## config.mk

```make
export PLATFORM = sky130hd
export DESIGN_NAME = qu_issue_sched
export DESIGN_NICKNAME = d
export VERILOG_FILES = /design/src/rtl/qu_uop_pkg.sv /design/src/rtl/qu_prio_sel.sv /design/src/rtl/qu_issue_sched.sv
export SDC_FILE = /design/constraint.sdc
export NUM_CORES = 1
export LEC_CHECK = 0
export ABC_AREA = 1
export CAP_MARGIN = 15
export CORE_MARGIN = 2
export CORE_UTILIZATION = 44
export CTS_BUF_LIST = sky130_fd_sc_hd__clkbuf_16
export DETAILED_ROUTE_END_ITERATION = 8
export PLACE_DENSITY = 0.63
export SLEW_MARGIN = 10
export SYNTH_ARGS = -nofsm -noshare
export SYNTH_HDL_FRONTEND = slang
export SYNTH_SLANG_ARGS = --single-unit
```

## constraint.sdc

```tcl
create_clock -name clk -period 6.7 [get_ports clk]
set_clock_uncertainty 0.2 [all_clocks]
set_input_delay 1.34 -clock clk [delete_from_list [all_inputs] [get_ports clk]]
set_output_delay 1.34 -clock clk [all_outputs]
set_load 0.01 [all_outputs]
```

## src/rtl/qu_uop_pkg.sv

```systemverilog
// Shared uop definitions for the issue stage: physical register width, uop layouts
// and the issue-queue entry record.
package qu_uop;

  localparam int PHY_RF_ADDR_WIDTH = 6;
  localparam int UOP_WIDTH         = 32;
  localparam int IQ_DEPTH          = 8;

  typedef struct packed {
    logic [3:0]                   opcode;
    logic [PHY_RF_ADDR_WIDTH-1:0] rd;
    logic [PHY_RF_ADDR_WIDTH-1:0] rs1;
    logic                         rs1_valid;
    logic [PHY_RF_ADDR_WIDTH-1:0] rs2;
    logic                         rs2_valid;
    logic [7:0]                   imm;
  } uop_ic_t;

  typedef struct packed {
    logic [3:0]                   opcode;
    logic [PHY_RF_ADDR_WIDTH-1:0] rd;
    logic [PHY_RF_ADDR_WIDTH-1:0] rs1;
    logic                         rs1_valid;
    logic [PHY_RF_ADDR_WIDTH-1:0] rs2;
    logic                         rs2_valid;
    logic [1:0]                   size;
    logic [5:0]                   offset;
  } uop_ldst_t;

  typedef union packed {
    uop_ic_t   uop_ic;
    uop_ldst_t uop_ldst;
  } uop_t;

  typedef struct packed {
    logic valid;
    uop_t uop;
    logic rs1_rdy;
    logic rs2_rdy;
  } iq_entry_t;

endpackage

```

## src/rtl/qu_prio_sel.sv

```systemverilog
// Oldest-first selector: lowest set request wins; one-hot grant plus binary index.
module qu_prio_sel #(
  parameter int DEPTH = 8
) (
  input  logic [DEPTH-1:0]         req,
  output logic [DEPTH-1:0]         grant,
  output logic [$clog2(DEPTH)-1:0] idx,
  output logic                     any
);

  localparam int IW = $clog2(DEPTH);

  always_comb begin
    grant = '0;
    idx   = '0;
    any   = 1'b0;
    // Scan from the top so the lowest-index request is the last one written.
    for (int i = DEPTH - 1; i >= 0; i--) begin
      if (req[i]) begin
        grant    = '0;
        grant[i] = 1'b1;
        idx      = IW'(i);
        any      = 1'b1;
      end
    end
  end

endmodule

```

## src/rtl/qu_issue_sched.sv

```systemverilog
// Collapsing issue queue with writeback wakeup and a single oldest-first issue register.
module qu_issue_sched
  import qu_uop::*;
#(
  parameter int DEPTH = IQ_DEPTH
) (
  input  logic                             clk,
  input  logic                             rst_n,
  input  logic                             enq_valid,
  output logic                             enq_ready,
  input  uop_t                             enq_uop,
  input  logic                             enq_rs1_rdy,
  input  logic                             enq_rs2_rdy,
  input  logic                             wb_valid,
  input  logic [PHY_RF_ADDR_WIDTH-1:0]     wb_tag,
  output logic                             iss_valid,
  input  logic                             iss_ready,
  output uop_t                             iss_uop,
  input  logic                             flush,
  output logic [$clog2(DEPTH+1)-1:0]       count
);

  localparam int CW = $clog2(DEPTH + 1);
  localparam int IW = $clog2(DEPTH);

  iq_entry_t               q     [DEPTH];
  iq_entry_t               q_nxt [DEPTH];
  iq_entry_t               woke  [DEPTH+1];
  iq_entry_t               new_e;
  logic [CW-1:0]           count_q;
  logic [CW-1:0]           count_nxt;
  logic [CW-1:0]           enq_pos;
  logic [DEPTH-1:0]        req;
  logic [DEPTH-1:0]        grant;
  logic [IW-1:0]           sel_idx;
  logic                    sel_any;
  logic                    enq_fire;
  logic                    move;
  uop_t                    sel_uop;

  function automatic logic tag_hit(input logic                         wbv,
                                   input logic [PHY_RF_ADDR_WIDTH-1:0] wt,
                                   input logic [PHY_RF_ADDR_WIDTH-1:0] rs,
                                   input logic                         rsv);
    return rsv && wbv && (wt == rs);
  endfunction

  assign count     = count_q;
  assign enq_ready = (count_q < CW'(DEPTH)) && !flush;
  assign enq_fire  = enq_valid && enq_ready;
  assign move      = sel_any && (!iss_valid || iss_ready);
  assign enq_pos   = count_q - CW'(move);

  // Eligibility uses registered readiness only; a wakeup issues the cycle after.
  always_comb begin
    for (int i = 0; i < DEPTH; i++)
      req[i] = q[i].valid && q[i].rs1_rdy && q[i].rs2_rdy;
  end

  qu_prio_sel #(.DEPTH(DEPTH)) u_prio_sel (
    .req   (req),
    .grant (grant),
    .idx   (sel_idx),
    .any   (sel_any)
  );

  always_comb begin
    sel_uop = '0;
    for (int i = 0; i < DEPTH; i++)
      if (grant[i]) sel_uop = sel_uop | q[i].uop;
  end

  always_comb begin
    for (int i = 0; i < DEPTH; i++) begin
      woke[i] = q[i];
      if (q[i].valid) begin
        woke[i].rs1_rdy = q[i].rs1_rdy ||
          tag_hit(wb_valid, wb_tag, q[i].uop.uop_ic.rs1, q[i].uop.uop_ic.rs1_valid);
        woke[i].rs2_rdy = q[i].rs2_rdy ||
          tag_hit(wb_valid, wb_tag, q[i].uop.uop_ic.rs2, q[i].uop.uop_ic.rs2_valid);
      end
    end
    woke[DEPTH] = '0;

    // Catch a writeback landing in the enqueue cycle so the wakeup is not lost.
    new_e.valid   = 1'b1;
    new_e.uop     = enq_uop;
    new_e.rs1_rdy = !enq_uop.uop_ic.rs1_valid || enq_rs1_rdy ||
                    tag_hit(wb_valid, wb_tag, enq_uop.uop_ic.rs1, 1'b1);
    new_e.rs2_rdy = !enq_uop.uop_ic.rs2_valid || enq_rs2_rdy ||
                    tag_hit(wb_valid, wb_tag, enq_uop.uop_ic.rs2, 1'b1);

    for (int i = 0; i < DEPTH; i++) begin
      if (move && (i >= int'(sel_idx))) q_nxt[i] = woke[i+1];
      else                              q_nxt[i] = woke[i];
      if (enq_fire && (i == int'(enq_pos))) q_nxt[i] = new_e;
    end

    count_nxt = count_q + CW'(enq_fire) - CW'(move);
  end

  // Queue stage: only valid bits are cleared; payloads are don't-care when invalid.
  always_ff @(posedge clk) begin
    if (!rst_n || flush) begin
      for (int i = 0; i < DEPTH; i++) q[i].valid <= 1'b0;
      count_q <= '0;
    end else begin
      q       <= q_nxt;
      count_q <= count_nxt;
    end
  end

  // Issue stage.
  always_ff @(posedge clk) begin
    if (!rst_n) begin
      iss_valid <= 1'b0;
      iss_uop   <= '0;
    end else if (flush) begin
      iss_valid <= 1'b0;
    end else if (move) begin
      iss_valid <= 1'b1;
      iss_uop   <= sel_uop;
    end else if (iss_ready) begin
      iss_valid <= 1'b0;
    end
  end

endmodule
```

==> summary.md <==
| Metric | Value |
|---|---|
| Outcome | `complete, no violations` |
| Count of unresolved DRC violations after routing | `0` |
| Pin count of the biggest net entering global routing | `83` |
| Summed instance area of the synthesized netlist | `17200 um^2` |
| Count of buffers added by post-CTS timing repair for setup | `0` |
| Post-synthesis async set-or-reset flop share | `0%` |
| Worst Setup End Kind | `flop` |
| Cell count after synthesis | `2028` |
| Setup tns final | `0 ps` |
| Antenna-violating nets left | `0` |
| Routed wirelength normalized by instance count | `20.3 um` |
| Total of flip-flops plus latches after synthesis | `317` |
| Post-synthesis cell type with the largest combined area | `sky130_fd_sc_hd__edfxtp_1` |
| Core area | `38600 um^2` |
| Vias | `14577` |
| Post-CTS sizing | `0` |
| Number of input and output port buffers inserted | `83` |
| H-tree depth | `2` |
| Routed vias/inst | `5.61` |
| Setup repair after global routing missed its margin | `false` |
| TritonCTS Sinks | `317` |
| Violation count after the first detailed-routing iteration | `2132` |
| Global Route met2 Usage | `36.1%` |
| Cell area after layout | `19600 um^2` |
| Most used standard cells in the synthesized netlist | `sky130_fd_sc_hd__nand2_1 (370), sky130_fd_sc_hd__nand3_1 (292), sky130_fd_sc_hd__edfxtp_1 (272)` |
| Max Buffers Root-to-Sink | `3` |
| Via count of the first global-routing pass | `13463` |
| Area of placed instances | `18300 um^2` |
| Antenna fix cells | `0` |
| Final-report max-slew violation count | `0` |
| Final setup violation count | `0` |
| Post-layout total power | `4.64 mW` |
| Cell types with the largest area share after synthesis | `sky130_fd_sc_hd__edfxtp_1 (47%), sky130_fd_sc_hd__nand3_1 (8.5%), sky130_fd_sc_hd__nand2_1 (8.1%), sky130_fd_sc_hd__o21ai_0 (6.5%), sky130_fd_sc_hd__nor2_1 (5.3%)` |
| Nets@finish | `2108` |
| Total nets after synthesis | `2083` |
| Required @ worst endpoint | `6630 ps` |
| Max Fanout on Critical Path | `38` |
| Number of CTS-inserted buffers | `36` |
| Cell at the root of the clock tree | `sky130_fd_sc_hd__clkbuf_16` |
| Fill cell count | `3568` |
| Number of flops mapped to enable cells by yosys | `272` |
| Area occupied by multi-input gates | `6840 um^2` |
| Insertion delay to the later sink of the worst-skew pair | `530 ps` |
| Area growth from synthesis to layout | `13.6%` |
| IR Drop Worst-Case VDD | `136 uV` |
| Critical path data arrival time | `4610 ps` |
| Length of the first detailed-routing pass in iterations | `6` |
| Primary flip-flop cell chosen by synthesis mapping | `sky130_fd_sc_hd__edfxtp_1` |
| Die area | `40700 um^2` |
| Most used routing layer in global routing | `met1` |
| Cell repeated most along the worst path | `sky130_fd_sc_hd__inv_1` |
| Share of the synthesized area in the top cell type | `47.5%` |
| Area of all sequential standard cells | `9070 um^2` |
| Cell Pwr Density | `237 nW/um^2` |
| Met3 Track Usage GR | `4.06%` |
| Number of antenna violations at the first check in global routing | `0` |
| Synth unique cells | `37` |
| Clock slew seen by the registers of the worst setup and hold paths | `60 ps` |
| Max Freq | `214 MHz` |
| CTS tree | `done` |
| Estimated wirelength of the detail-placed design | `38500 um` |
| Quantity of hold-fixing buffers added after cts | `0` |
| Warnings from Yosys | `0` |
| Transition time of the tightest slew-check pin | `1070 ps` |
| Total routed wirelength | `52600 um` |
| Max-cap violations | `0` |
| Static leakage | `7.53 nW` |
| Portion of the post-synthesis area used by sequential elements | `52.7%` |
| Period Utilization, post-route | `69.8%` |
| Worst min-delay path class | `flop to flop` |
| Setup CP Type | `input port to flop` |
| Slowest-stage cell, CP | `sky130_fd_sc_hd__a21oi_4` |
| Startpoint types | `input port` |
| Total GRT Usage | `25.4%` |
| Ratio of cells with drive above 1 in the final layout | `5.92%` |
| Library cell with the highest instance count after synthesis | `sky130_fd_sc_hd__nand2_1` |
| Time the final worst path needs with I/O delays and setup | `4670 ps` |
| Y dimension of the die | `202 um` |
| Hold path cells | `2` |
| Remaining max-slew budget at the tightest pin | `28.4%` |
| Cell Rows | `72` |
| Sequence of cells on the critical path | `clkdlybuf4s50_1 > nor2_2 > inv_1 > nand2_4 > inv_1 > ha_1 > ha_1 > inv_1 > nor3_1 > nand2_1 > buf_4 > a21oi_4` |
| Global-route met1 utilization | `40.1%` |
| Total I/O pin count | `84` |
| R2R cell count | `13` |
| GR Overflow Total | `0` |
| First-pass GRT wire length | `79900 um` |
| Global placement routability congestion | `0.893` |
| Die Span X | `202 um` |
| Largest stage delay on the critical path | `880 ps` |
| Final Hold Viols | `0` |
| Initial Util | `44.5%` |
| Average instance area after synthesis | `8.49 um^2` |
cells in the final DEF, fill, tap and decap left out, drive strengths merged:
cell type      synthesis  layout
o21ai                252     252
o2111ai                1       1
nor2                 254     254
clkdlybuf4s50          0      83
nand4                  4       4
buf                   79      22
edfxtp               272     272
o22ai                 66      66
fa                     1       1
nor3                   9       9
inv                  190     197
a21oi                 59      59
o21bai                 2       2
bufinv                 0       8
ha                     8       8
o211ai                 3       3
clkbuf                39      38
dfxtp                 45      45
and3                   1       1
nand2                380     380
xnor2                 21      21
clkinv                 3      11
nand3b                17      17
clkinvlp               0       3
a21boi                 1       1
xor2                  27      27
nand3                294     294
per-layer routing:
metal  routed length, um  vias to the layer above
li1                    -                     6954
met1               24300                     6808
met2               21900                      751
met3                5420                       64
met4                 979                        0
met5                   0                        -
stage by stage:
| stage | cells | hold slack [ps] | setup WS [ps] | util (%) |
|---|---|---|---|---|
| 2_1_floorplan | 2028 | 280 | 1360 | - |
| 6_report | 2597 | 340 | 2030 | 50.6 |
| 3_5_place_dp | 2533 | 335 | 1510 | 47.3 |
| 3_3_place_gp | 2533 | 325 | 1610 | 47.3 |
| 4_1_cts | 2597 | 343 | 2050 | 50.6 |
| 5_1_grt | 2597 | 376 | 1730 | 50.6 |
path summary, 6_finish.rpt:
kind	start	end	slack (ps)
max	iss_ready	q[76]$_DFFE_PP_	2030
min reg2reg	iss_uop[20]$_SDFFE_PN0P_	iss_uop[20]$_SDFFE_PN0P_	340
max reg2reg	q[246]$_DFFE_PP_	q[76]$_DFFE_PP_	2260
min	iss_uop[20]$_SDFFE_PN0P_	iss_uop[20]$_SDFFE_PN0P_	340
report_power, final:
part	internal, mW	total, mW	switching [mW]
clock network	1.33	2.13	0.798
registers	2.16	2.18	0.0179
logic	0.102	0.330	0.228
kinds of logic (layout without fill, tap and decap cells):
kind of cell | after synthesis | after routing | synth area share, %
AOI/OAI and AO/OA | 384 | 384 | 11.9
xor gates and xnor gates | 48 | 48 | 2.44
DFF | 317 | 317 | 52.7
buffers and inverters | 311 | 362 | 8.03
and+or+nand+nor | 959 | 959 | 24.3
adders and majority gates | 9 | 9 | 0.698
area by class of cell:
class	count	share of cell area [%]
Tap cell	518	3.31
Clock buffer	38	4.86
Sequential cell	317	46.4
Inverter	193	3.71
Multi-Input combinational cell	1400	35.0
Clock inverter	26	1.65
Timing Repair Buffer	105	5.09
registers in the layout (all words and copies together), names as in the netlist:
| register | count |
|---|---|
| q | 280 |
| iss_uop | 32 |
| count | 4 |
| iss_valid | 1 |
critical path, delay by kind of cell:
family	cells	cell delay, ps
AO/OA/AOI/OAI	1	880
buffers and inverters	5	1030
adder cells (fa/ha/maj)	2	530
AND/OR/NAND/NOR	4	800
No activity file was read; power rests on OpenSTA's default activity.
==> edit: new RTL, same flow settings <==
`IQ_DEPTH`: 8 -> 4.
--- a/src/rtl/qu_uop_pkg.sv
+++ b/src/rtl/qu_uop_pkg.sv
@@ -6,3 +6,3 @@
   localparam int UOP_WIDTH         = 32;
-  localparam int IQ_DEPTH          = 8;
+  localparam int IQ_DEPTH          = 4;
 
Ports: changed (resized count); port bits go from 84 to 83. The function was not compared with the original's and may differ.
==> edit against the original RTL <==
Power decreased by 47%; setup slack worse by 350 ps; clock power decreased by 49%; critical endpoint is now q[123]; sequential cell count down 141; cell area is 43% lower; die area down 44%; area after synthesis is 45% lower; count of clock-buffer cells in the layout is 21 lower; synthesized cell count decreased by 41%; routed wire length is 47% lower; combinational power down 48%; sequential share of layout area fell by 2.2 points; highest routed layer unchanged.
==> edit: results (changes against the original RTL) <==
| Metric | Value |
|---|---|
| Outcome | finished, final reports clean (unchanged) |
| H-tree depth | 4 (was 2) |
| TritonCTS Buffers | 17 (was 36) |
| Drt wl/cell | 18.3 um (was 20.3 um) |
| Syn_area_per_cell | 7.94 um2 (was 8.49 um2) |
| Global-route wire length before repair | 43,900 um (was 79,900 um) |
| Total global-route track usage | 25.6% (was 25.4%) |
| I/O Buffers | 82 (was 83) |
| #FFs+latches synth | 176 (was 317) |
| Critical-path maximum fanout | 36 (was 38) |
| Clk slew on worst S/H paths | 70 ps |
| Area of placed instances | 10,400 um2 (was 18,300 um2) |
| Post-cts repair resize count | 0 (unchanged) |
| Max reg flops | 140 (was 280) |
| Bufs w/o clock | 88 (was 105) |
| Register area | 4880 um2 (was 9070 um2) |
| Met2 Routed Length | 13,200 um (was 21,900 um) |
| Switching power total | 0.000573 W (was 0.00104 W) |
| DR WL met3 | 1990 um (was 5420 um) |
| Synth top cells by count | 344 x nand2_1, 172 x inv_1, 141 x nor2_1 (was 370 x nand2_1, 292 x nand3_1, 272 x edfxtp_1) |
| Setup WS pre-CTS | 1580 ps (was 1510 ps) |
| Initial DRC count | 1,014 (was 2,132) |
| Fill cells | 2,039 (was 3,568) |
| Clk network pwr share | 44.3% (was 45.9%) |
| Worst EP arrival | 4870 ps (was 4610 ps) |
| Post-Route M1 WL | 12,000 um (was 24,300 um) |
| Largest net degree at the start of global routing | 56 (was 83) |
| Fin nets | 1,293 (was 2,108) |
| Sequential area share after synthesis | 51.5% (was 52.7%) |
| Clock Latency Late Sink | 430 ps (was 530 ps) |
| Max Fclk | 199 MHz (was 214 MHz) |
| Non-clk invs | 177 (was 193) |
| Met1 usage | 33.8% (was 40.1%) |
| P_comb | 0.000172 W (was 0.000330 W) |
| R2R Setup Slk | 1680 ps (was 2260 ps) |
| Fin util | 52.4% (was 50.6%) |
| Area of the multi-input gates | 3670 um2 (was 6840 um2) |
| Share of cells above drive strength 1 | 5.26% (was 5.92%) |
| Met2 GRT Util | 41.9% (was 36.1%) |
| Die Width | 151 um (was 202 um) |
| Via Count | 8,291 (was 14,600) |
| Peak supply drop | 0.000174 V (was 0.000136 V) |
| Via-per-instance ratio | 5.42 (was 5.61) |
| ClkCell Share | 5.73% (was 6.51%) |
| Number of synthesized flops with an enable pin | 136 (was 272) |
| Pleak | 4.59 nW (was 7.53 nW) |
| Top cells by area, synth | edfxtp_1 43%, nand2_1 14%, dfxtp_1 8.4% (was edfxtp_1 47%, nand3_1 8.5%, nand2_1 8.1%) |
| Multi-input gates | 782 (was 1,400) |
| Syn Nets | 1,246 (was 2,083) |
| Worst slew pin tran | 1130 ps (was 1070 ps) |
| DP HPWL | 18,600 um (was 38,500 um) |
| WHS Path Cells | 4 (was 2) |
| Vias in the first global route | 8,015 (was 13,500) |
| Worst path top cell family by delay | simple AND/OR/NAND/NOR gates (was buffers and inverters) |
| CP peak stage delay | 1020 ps (was 880 ps) |
| Gpl congestion | 0.903 (was 0.893) |
| Logic gate share of total power | 7.0% |
==> edit: cell count changes in the layout (fill, tap and decap cells not counted), sizes merged, moves of 17 or more <==
cell	before	now
edfxtp	272	136
clkbuf	38	17
a21oi	59	11
nand4	4	47
o21ai	252	76
nor2	254	151
nand3	294	70
o22ai	66	49
nand2	380	347
xor2	27	6
==> edit: final timing paths <==
check / startpoint / to
worst max-delay path: q[106] / q[123]
worst min-delay path: iss_uop[11] / iss_uop[11]
worst max register to register: q[106] / q[123]
worst min register to register: iss_uop[11] / iss_uop[11]
==> edit: logic make-up (layout without fill, tap and decap cells) <==
| family | Yosys count | in the layout | share of synthesized area [%] |
|---|---|---|---|
| adder cells (fa/ha/maj) | 5 | 5 | 0.739 |
| buffers and inverters | 237 | 297 | 10.2 |
| flip-flops | 176 | 176 | 51.5 |
| AND/OR/NAND/NOR | 625 | 625 | 28.3 |
| XOR/XNOR | 14 | 14 | 1.29 |
| AO/OA/AOI/OAI | 138 | 138 | 7.98 |
